## config.mk

```make
export PLATFORM = sky130hd
export DESIGN_NAME = dec_share_arb
export DESIGN_NICKNAME = d
export VERILOG_FILES = /design/src/rtl/dec_share_arb.sv
export SDC_FILE = /design/constraint.sdc
export NUM_CORES = 1
export LEC_CHECK = 0
export CORE_MARGIN = 2
export CORE_UTILIZATION = 38
export DETAILED_ROUTE_END_ITERATION = 12
export PLACE_DENSITY = 0.81
export SYNTH_ARGS = -nofsm -noshare
export SYNTH_HDL_FRONTEND = slang
export SYNTH_SLANG_ARGS = --single-unit
```

## constraint.sdc

```tcl
create_clock -name Clk -period 2.8 [get_ports Clk]
set_input_delay 0.56 -clock Clk [delete_from_list [all_inputs] [get_ports Clk]]
set_output_delay 0.56 -clock Clk [all_outputs]
set_load 0.03 [all_outputs]
```

## src/rtl/dec_share_arb.sv

```systemverilog
// Round-robin arbiter that shares one decrement unit among NREQ requesters,
// with a one-entry valid/ready output stage. Optional macro: DEC_SAT_EN.
module dec_share_arb #(
  parameter int DATAWIDTH = 8,
  parameter int NREQ      = 4,
  parameter int IDW       = 2
) (
  input  logic                      Clk,
  input  logic                      Rst,
  input  logic [NREQ-1:0]           Req,
  input  logic [NREQ*DATAWIDTH-1:0] Din,
  output logic [NREQ-1:0]           Gnt,
  output logic [DATAWIDTH-1:0]      Dout,
  output logic [IDW-1:0]            DoutId,
  output logic                      DoutValid,
  input  logic                      DoutReady,
  output logic                      Busy
`ifdef DEC_SAT_EN
  ,
  output logic                      Uflow
`endif
);

  typedef enum logic {EMPTY, FULL} state_t;

  state_t               state, state_nxt;
  logic [IDW-1:0]       ptr;
  logic [IDW-1:0]       sel;
  logic [IDW-1:0]       scan;
  logic                 hit;
  logic                 acc;
  logic                 grant;
  logic [DATAWIDTH-1:0] opnd;
  logic [DATAWIDTH-1:0] res;
`ifdef DEC_SAT_EN
  logic                 uf;
`endif

  assign DoutValid = (state == FULL);
  assign acc       = (state == EMPTY) || DoutReady;
  assign grant     = Rst && acc && hit;

  // First requesting index at or after ptr, wrapping modulo NREQ.
  always_comb begin
    hit  = 1'b0;
    sel  = '0;
    scan = '0;
    for (int unsigned k = 0; k < NREQ; k++) begin
      scan = IDW'((32'(ptr) + k) % NREQ);
      if (!hit && Req[scan]) begin
        hit = 1'b1;
        sel = scan;
      end
    end
  end

  always_comb begin
    Gnt = '0;
    if (grant) Gnt[sel] = 1'b1;
  end

  assign opnd = Din[sel*DATAWIDTH +: DATAWIDTH];

`ifdef DEC_SAT_EN
  assign uf  = (opnd == '0);
  assign res = uf ? '0 : opnd - DATAWIDTH'(1);
`else
  assign res = opnd - DATAWIDTH'(1);
`endif

  always_comb begin
    state_nxt = state;
    unique case (state)
      EMPTY: if (grant) state_nxt = FULL;
      FULL:  if (DoutReady && !grant) state_nxt = EMPTY;
      default: state_nxt = EMPTY;
    endcase
  end

  always_ff @(posedge Clk) begin
    if (!Rst) begin
      state  <= EMPTY;
      ptr    <= '0;
      Dout   <= '0;
      DoutId <= '0;
      Busy   <= 1'b0;
`ifdef DEC_SAT_EN
      Uflow  <= 1'b0;
`endif
    end else begin
      state <= state_nxt;
      Busy  <= (state_nxt == FULL) || (|Req);
      if (grant) begin
        Dout   <= res;
        DoutId <= sel;
        ptr    <= (sel == IDW'(NREQ - 1)) ? '0 : sel + IDW'(1);
`ifdef DEC_SAT_EN
        Uflow  <= uf;
`endif
      end
    end
  end

endmodule
```

# Word-level counts from Yosys, hierarchy flattened
# Index checks and enable logic that the tools add are counted.
[classes]
n_shift = 1
reduce_logical = 14
bitwise = 1
div = 0
n_addsub = 5
n_mux = 23
n_eq_ne = 1
n_mul = 0
order_cmp = 6
[op_table]
columns = ["cell", "n"]
rows = [
  ["32-bit by 6-bit variable part select with 8-bit output", 1],
  ["2-bit by 3-bit < comparator with 1-bit output, second input constant", 5],
  ["1-bit 2-to-1 mux", 11],
  ["2-bit 2-to-1 mux", 5],
  ["1-bit binary-select mux with 2-bit select", 4],
  ["8-bit by 1-bit subtractor with 8-bit output, second input constant", 1],
  ["1-bit logical AND", 7],
  ["2-bit by 1-bit adder with 2-bit output, second input constant", 2],
  ["2-bit adder, second input constant", 2],
  ["1-bit zero test", 4],
  ["4-bit 2-to-1 mux", 1],
  ["4-bit OR reduction", 1],
  ["1-bit demux with 2-bit select", 1],
  ["2-bit equality test, second input constant", 1],
  ["2-bit by 1-bit greater-or-equal comparator with 1-bit output, second input constant", 1],
  ["1-bit logical OR", 2],
  ["1-bit case mux with 2 select lines", 1],
  ["1-bit NOT", 1],
]
[totals]
romBits = 0
regBits = 14
out_inout_bits = 16
elab_cells = 56
mem_bits_rw = 0
input_bits = 39
mem_count = 0
latch_bits = 0

# Longest topological paths before layout
# Gate-level depths: netlist of the first run.
[logic_depth]
word_depth = 18
ltp_mapped = 11
mapped_depth_nobuf = 10

# Worst setup path after synthesis of the first run
# Ideal clock, no wire load.
[synth_timing]
path_kind = "input port to output port"
startpoint = "input port Req[1]"
endpoint = "output port Gnt[1]"
path_buffers = 2
stages = 7
required_time_ns = 2.240
setup_slack_ns = 0.458
t_arrival_ns = 1.782
path_cell_list = "or3b_1 > o221ai_1 > buf_6 > buf_12 > inv_1 > ha_1 > and2_1"
[synth_via]
elab_chain_cells = 17
elab_cells_between_ends = 29
classes_between = "2 x order compare; 19 x mux; 8 x reduce/logical"
[synth_rtl]
columns = ["item", "line", "text"]
rows = [
  ["start: declaration", "10", "input logic [NREQ-1:0] Req,"],
  ["1-bit binary-select mux with 2-bit select", "50", "if (!hit && Req[scan]) begin"],
  ["1-bit 2-to-1 mux (implied by the code)", "50", ""],
  ["1-bit 2-to-1 mux", "50", ""],
  ["1-bit zero test", "50", ""],
  ["1-bit logical AND", "50", ""],
  ["1-bit 2-to-1 mux", "50", ""],
  ["1-bit zero test", "50", ""],
  ["1-bit logical AND", "50", ""],
  ["(+2 left out)", "n/a", ""],
  ["1-bit logical AND", "50", ""],
  ["2-bit 2-to-1 mux (*)", "50", ""],
  ["named net sel[0]", "28", "logic [IDW-1:0] sel;"],
  ["2-bit by 3-bit < comparator with 1-bit output (implied by the code) / 2-bit by 1-bit greater-or-equal comparator with 1-bit output (equally long branches)", "59", "if (grant) Gnt[sel] = 1'b1;"],
  ["1-bit logical AND (implied by the code)", "59", ""],
  ["1-bit 2-to-1 mux (implied by the code)", "59", ""],
  ["1-bit demux with 2-bit select (*)", "59", ""],
  ["4-bit 2-to-1 mux (*)", "59", ""],
  ["end: declaration", "12", "output logic [NREQ-1:0] Gnt,"],
]
# The timed path passes the listed nets; every way through them passes the cells marked *. The select of a mux whose other input is x is not followed.

# Worst setup path after layout of the first run
[layout_timing]
startpoint = "input port Req[0]"
endpoint = "output port Gnt[3]"
[layout_via]
elab_chain_cells = 17
elab_cells_between_ends = 29
classes_between = "2 x order compare; 19 x mux; 8 x reduce/logical"
[layout_rtl]
columns = ["item", "line"]
rows = [
  ["1-bit binary-select mux with 2-bit select", "50"],
  ["1-bit 2-to-1 mux (implied by the code)", "50"],
  ["1-bit 2-to-1 mux", "50"],
  ["1-bit zero test", "50"],
  ["1-bit logical AND", "50"],
  ["1-bit 2-to-1 mux", "50"],
  ["1-bit zero test", "50"],
  ["1-bit logical AND", "50"],
  ["1-bit 2-to-1 mux", "50"],
  ["1-bit zero test", "50"],
  ["1-bit logical AND", "50"],
  ["2-bit 2-to-1 mux", "50"],
  ["2-bit by 3-bit < comparator with 1-bit output (implied by the code) / 2-bit by 1-bit greater-or-equal comparator with 1-bit output (equally long branches)", "59"],
  ["1-bit logical AND (implied by the code)", "59"],
  ["1-bit 2-to-1 mux (implied by the code)", "59"],
  ["1-bit demux with 2-bit select", "59"],
  ["4-bit 2-to-1 mux (*)", "59"],
]
# Mark *: on every way between the ends. The rest lies on a longest branch, timed or not. The select of a mux whose other input is x is not followed.

==> results.json, run 1 <==
{
  "antenna_left": 0,
  "htree_levels": 1,
  "relSlewSlack_pct": 76.1,
  "vias": 1164,
  "hp-start": "Dout[5]",
  "vias_per_cell": 5.22,
  "drt-met1-wl_mm": 1.12,
  "drtIter0Drc": 26,
  "clk_latency_ns": 0.27,
  "yosysWarnings": 0,
  "place_area_um2": 1720,
  "synthToLayoutAreaGrowth_pct": 69.1,
  "synth-async-reset-ratio_pct": 0,
  "synth_area_um2": 1070,
  "ys_seq_area_share_pct": 26.3,
  "fin_tns_setup_ns": 0,
  "total_power_w": 0.000933,
  "hold_buffers": 0,
  "status": "completed",
  "seqCellArea_um2": 280,
  "ios": 55,
  "holdWs_ns": 0.485,
  "nNetsFinal": 237,
  "crit_required_ns": 2.24,
  "worstSetupPathType": "primary input to output port",
  "pwr_density_cell_nw_per_um2": 517,
  "fp.dieW_um": 57.0,
  "ys_ff_latch": 14,
  "clk_pin_slew_ns": 0.08,
  "syn_area_per_cell_um2": 8.75,
  "period_share_pct": 94.2,
  "final_common_cell": "clkdlybuf4s50_1",
  "critPathLaunch": "Req[0]",
  "fmax_mhz": 379,
  "antenna_found_initial": 0,
  "overflow": 0,
  "tightest_slew_ns": 0.349,
  "min_period_ns": 2.64,
  "synth_edf_count": 0,
  "synth_nets": 166,
  "grt_first_pass_wirelength_mm": 5.04,
  "port_buffers": 54,
  "final_area_um2": 1800,
  "critPathArrivalTime_ns": 2.08,
  "maxSlewViolCount": 0,
  "most-common-layout-cells": "clkdlybuf4s50_1 (46), buf_4 (22), mux2i_1 (20)",
  "finalClockSkew_ns": 0.00348,
  "worstPathMaxFanout": 6,
  "num_rows": 19,
  "wl_met3_um": 158,
  "cts_tree": "yes",
  "drc": 0,
  "reg2reg_to": "Dout[5]",
  "fp.dieH_um": 57.0,
  "leakagePower_nw": 0.828,
  "finalHoldViolations": 0,
  "grt_usage_pct": 19.7,
  "root_buffer": "clkbuf_4",
  "rr_startpoint": "ptr[1]",
  "gp_congestion": 0.823,
  "top_layer_used": "met4",
  "vdd_drop_max_uv": 527,
  "grt_pass1_vias": 1204,
  "n_antenna_cell": 0,
  "critPathLaunchType": "primary input",
  "cts_buffers": 3,
  "stdcell_count": 223,
  "grt_max_degree": 13,
  "fill_cells": 233,
  "finalSetupViolCount": 0,
  "netlist_instances": 122,
  "finalWirelength_mm": 3.02,
  "cts.sinks": 14,
  "synth_cell_type_count": 32,
  "crit_path_end_kind": "output port",
  "rsz0062_at_grt": "false",
  "multi_input_area_um2": 743,
  "place.detailed.hpwl_mm": 2.52,
  "die-area_um2": 3250,
  "drive_gt1_share_pct": 21.9,
  "r2r_slack_ns": 0.42,
  "cts_buffer_depth": 2,
  "met2WireLength_mm": 1.73,
  "first_pass_iters": 4,
  "hold_class": "flip-flop to flip-flop",
  "core_area_um2": 2710,
  "crit_end": "Gnt[3]",
  "reg2regPathDepth": 10,
  "wl_per_cell_um": 13.5,
  "synth_ff_type": "dfxtp_1",
  "maxCapViolCount": 0,
  "initial_utilization_pct": 39.4,
  "dp_cells": 218
}
## kinds of logic after synthesis
logic type / share of synthesized area, %
buf+inv: 7.85
compound gates: 12.5
flops: 26.3
mux: 24.3
simple gates: 20.8
fa+ha+maj: 5.86
xor+xnor: 2.46
## Yosys cell counts (all sizes together) (2+ instances only)
library cell | number | share of area (%)
nor2 | 5 | 2.0
buf | 3 | 4.0
nor3 | 2 | 1.4
ha | 5 | 5.9
a21oi | 2 | 0.94
nand3 | 13 | 6.1
inv | 7 | 2.5
clkbuf | 4 | 1.4
a31o | 3 | 2.5
nand2 | 6 | 2.1
nor2b | 4 | 2.3
nand4 | 3 | 1.8
and2 | 4 | 2.3
dfxtp | 14 | 26
o21ai | 9 | 4.2
mux2i | 24 | 23
xnor2 | 3 | 2.5
## how the worst min path moves through the flow
stage,to,slack (ns),cells after the start
after floorplan,ptr[1],0.50,2
after global placement,DoutId[1],0.47,2
after detailed placement,DoutId[1],0.48,2
after CTS,Dout[5],0.49,2
after global routing,Dout[5],0.52,2
final,Dout[5],0.49,2
## layer usage
| layer | track usage [%] | up-vias |
|---|---|---|
| met5 | 0 | - |
| met4 | 2.99 | 0 |
| met3 | 5.22 | 2 |
| met2 | 39.7 | 34 |
| met1 | 20.2 | 552 |
| li1 | - | 576 |
## metrics by stage
step | setup slack, ns | utilization (%)
floorplan | 0.458 | -
global placement | -0.0961 | 63.5
detailed placement | -0.269 | 63.5
CTS | 0.0110 | 65.6
global route | 0.0702 | 66.6
finish | 0.163 | 66.6
## final cells by class
class	instances	share of cell area (%)
clock buffers	4	2.01
inverters	7	1.46
flip-flops and latches	14	15.5
well taps	31	2.15
repair buffers	73	37.7
multi-input cells	94	41.2
## registers in the layout, summed over array words and instances, names as in the netlist
register / count
DoutValid: 1
Busy: 1
DoutId: 2
ptr: 2
Dout: 8
## repair_timing
item,4_1_cts,5_1_grt
resized for setup,6,8
setup endpoints to repair,4,7
buffers inserted,1,0
## critical path, stage by stage
cell and delay, ns:
dlygate4sd2_1 0.28, buf_4 0.15, a21oi_1 0.06, o21ai_1 0.14, o2bb2a_1 0.25, buf_4 0.18, ha_1 0.17, and2_1 0.14
buf_4 0.16
## where the power goes
part	total (W)	switching (W)	internal, W
Clock	0.000141	0.0000619	0.0000790
Sequential	0.000261	0.0000268	0.000235
Combinational	0.000531	0.000258	0.000273
Total	0.000933	0.000346	0.000587
No activity file was read; power rests on OpenSTA's default activity.
==> run 2, diff against run 1 <==
RECOVER_POWER = 50   (was unset)
==> run 2 against run 1 <==
Die area stayed put. Critical endpoint is now Gnt[0]. Count of clock-buffer cells in the layout stayed put. Hold slack worse by 0.0032 ns. Setup slack worse by 0.019 ns.
==> results.json, run 2 (synthesis results as in run 1) <==
{
  "finalHoldViolations": 0,
  "fin_tns_setup_ns": 0,
  "reg2regPathDepth": 10,
  "crit_path_cell_trace": "dlygate4sd2_1 > buf_4 > or4_1 > and3_1 > and2_1 > buf_4",
  "multi_input_area_um2": 739,
  "htree_levels": 1,
  "relSlewSlack_pct": 76.3,
  "antenna_left": 0,
  "status": "completed",
  "antenna_found_initial": 0,
  "first_pass_iters": 4,
  "drc": 0,
  "pwr-share-clk_pct": 15.3,
  "finalClockSkew_ns": 0.00343,
  "clk_pin_slew_ns": 0.08,
  "finalWirelength_mm": 3.03,
  "reg_top3": "Dout: 8 flops, DoutId: 2 flops, ptr: 2 flops",
  "vias_per_cell": 5.25,
  "drive_gt1_share_pct": 20.8,
  "hold_class": "flip-flop to flip-flop",
  "worstPathMaxFanout": 5,
  "cts_buffers": 3,
  "r2r_slack_ns": 0.42,
  "grt_first_pass_wirelength_mm": 5.04,
  "rsz0062_at_grt": "false",
  "vias": 1170,
  "cts_buffer_depth": 2,
  "clk_latency_ns": 0.27,
  "die-area_um2": 3250,
  "p_switching_w": 0.000345,
  "cts_tree": "yes",
  "slowest_stage": "or4_1",
  "hp-start": "Dout[5]",
  "worstSetupPathType": "primary input to output port",
  "finalSetupViolCount": 0,
  "seqPwrFrac_pct": 28.3,
  "most-common-layout-cells": "clkdlybuf4s50_1 (35), buf_4 (21), mux2i_1 (20)",
  "drtIter0Drc": 35,
  "wl_per_cell_um": 13.6,
  "critPathArrivalTime_ns": 2.10,
  "top_register": "Dout",
  "fmax_mhz": 377,
  "core_area_um2": 2710,
  "overflow": 0,
  "grt_max_degree": 13,
  "critPathLaunchType": "primary input",
  "reg2reg_to": "Dout[5]",
  "critPathLaunch": "Req[0]",
  "ios": 55,
  "crit_path_end_kind": "output port",
  "synthToLayoutAreaGrowth_pct": 68.3,
  "cpMostUsedCell": "buf_4",
  "tightest_slew_ns": 0.345,
  "fill_cells": 236,
  "largest_reg_flops": 8,
  "intPower_w": 0.000576,
  "fp.dieW_um": 57.0,
  "cp_num_buf_inv": 3,
  "crit_required_ns": 2.24,
  "seqCellArea_um2": 280,
  "holdPathStages": 2,
  "vdd_drop_max_uv": 524,
  "maxSlewViolCount": 0,
  "port_buffers": 54,
  "slowest_delay_ns": 0.52,
  "gp_congestion": 0.823,
  "min_period_ns": 2.66,
  "num_rows": 19,
  "period_share_pct": 94.8,
  "nNetsFinal": 237,
  "crit_family": "simple AND/OR/NAND/NOR gates",
  "maxCapViolCount": 0,
  "combPwrFrac_pct": 56.4,
  "grt_pass1_vias": 1204,
  "initial_utilization_pct": 39.4,
  "fp.dieH_um": 57.0,
  "root_buffer": "clkbuf_4",
  "grt_usage_pct": 19.7,
  "pwr_density_cell_nw_per_um2": 513,
  "place.detailed.hpwl_mm": 2.52,
  "switching_share_pct": 37.5,
  "rr_startpoint": "ptr[1]",
  "final_common_cell": "clkdlybuf4s50_1",
  "leakagePower_nw": 0.842,
  "hold_end": "Dout[5]",
  "cts.sinks": 14,
  "total_power_w": 0.000921,
  "n_antenna_cell": 0
}
[run 2: changes by cell type in the layout (fill, tap and decap cells not counted)]
cell	change
clkdlybuf4s50_1	-11
or4_4	-1
clkbuf_1	+1
or4_1	+1
dlygate4sd3_1	+11
buf_4	-1
[run 2: repair_timing]
| action | CTS | global route |
|---|---|---|
| hold buffers | 0 | 0 |
| gates resized for setup | 6 | 8 |
| setup endpoints to repair | 4 | 7 |
| setup buffers | 1 | 0 |
[run 2: stage by stage]
stage	instance area (µm²)	hold WS [ns]	utilization [%]	std cells	setup slack, ns
after floorplan	1070	0.499	-	122	0.458
after global placement	1720	0.469	63.5	218	-0.0961
after detailed placement	1720	0.479	63.5	218	-0.269
after CTS	1780	0.493	65.6	223	0.0110
after global routing	1800	0.515	66.3	223	0.0471
final	1800	0.482	66.3	223	0.144
[run 2: cell type report]
type / count / share of cell area (%)
multi-input cells: 94 / 41.2
repair buffers: 73 / 37.6
flip-flops and latches: 14 / 15.6
well taps: 31 / 2.16
clock buffers: 4 / 2.02
inverters: 7 / 1.46
[run 2: how the worst max path moves through the flow]
stage	to	slack, ns	depth (start not counted)
6_report	Gnt[0]	0.14	6
5_1_grt	Gnt[0]	0.05	6
4_1_cts	Gnt[0]	0.01	5
3_5_place_dp	Dout[4]	-0.27	11
3_3_place_gp	Gnt[3]	-0.1	7
2_1_floorplan	Gnt[1]	0.46	7
[run 2: power by group through the flow]
| stage | logic [W] | clock network (W) | registers [W] |
|---|---|---|---|
| 5_1_grt | 0.000563 | 0.000161 | 0.000265 |
| 3_3_place_gp | 0.000498 | 0 | 0.000262 |
| 4_1_cts | 0.000523 | 0.000148 | 0.000261 |
| 6_report | 0.000520 | 0.000141 | 0.000260 |
| 2_1_floorplan | 0.000247 | 0 | 0.000319 |
| 3_5_place_dp | 0.000513 | 0 | 0.000263 |
[run 2: tightest hold or removal path, stage by stage, from the launching register on]
cell     delay (ns)
dfxtp_1        0.32
nand3_1        0.06
nand3_1        0.06
[run 2: layer usage]
metal	routed length (µm)	global-route usage, %	up-vias
met5	0	0	-
met2	1730	39.7	34
met3	158	5.22	2
li1	-	-	577
met4	14	2.99	0
met1	1130	20.2	557
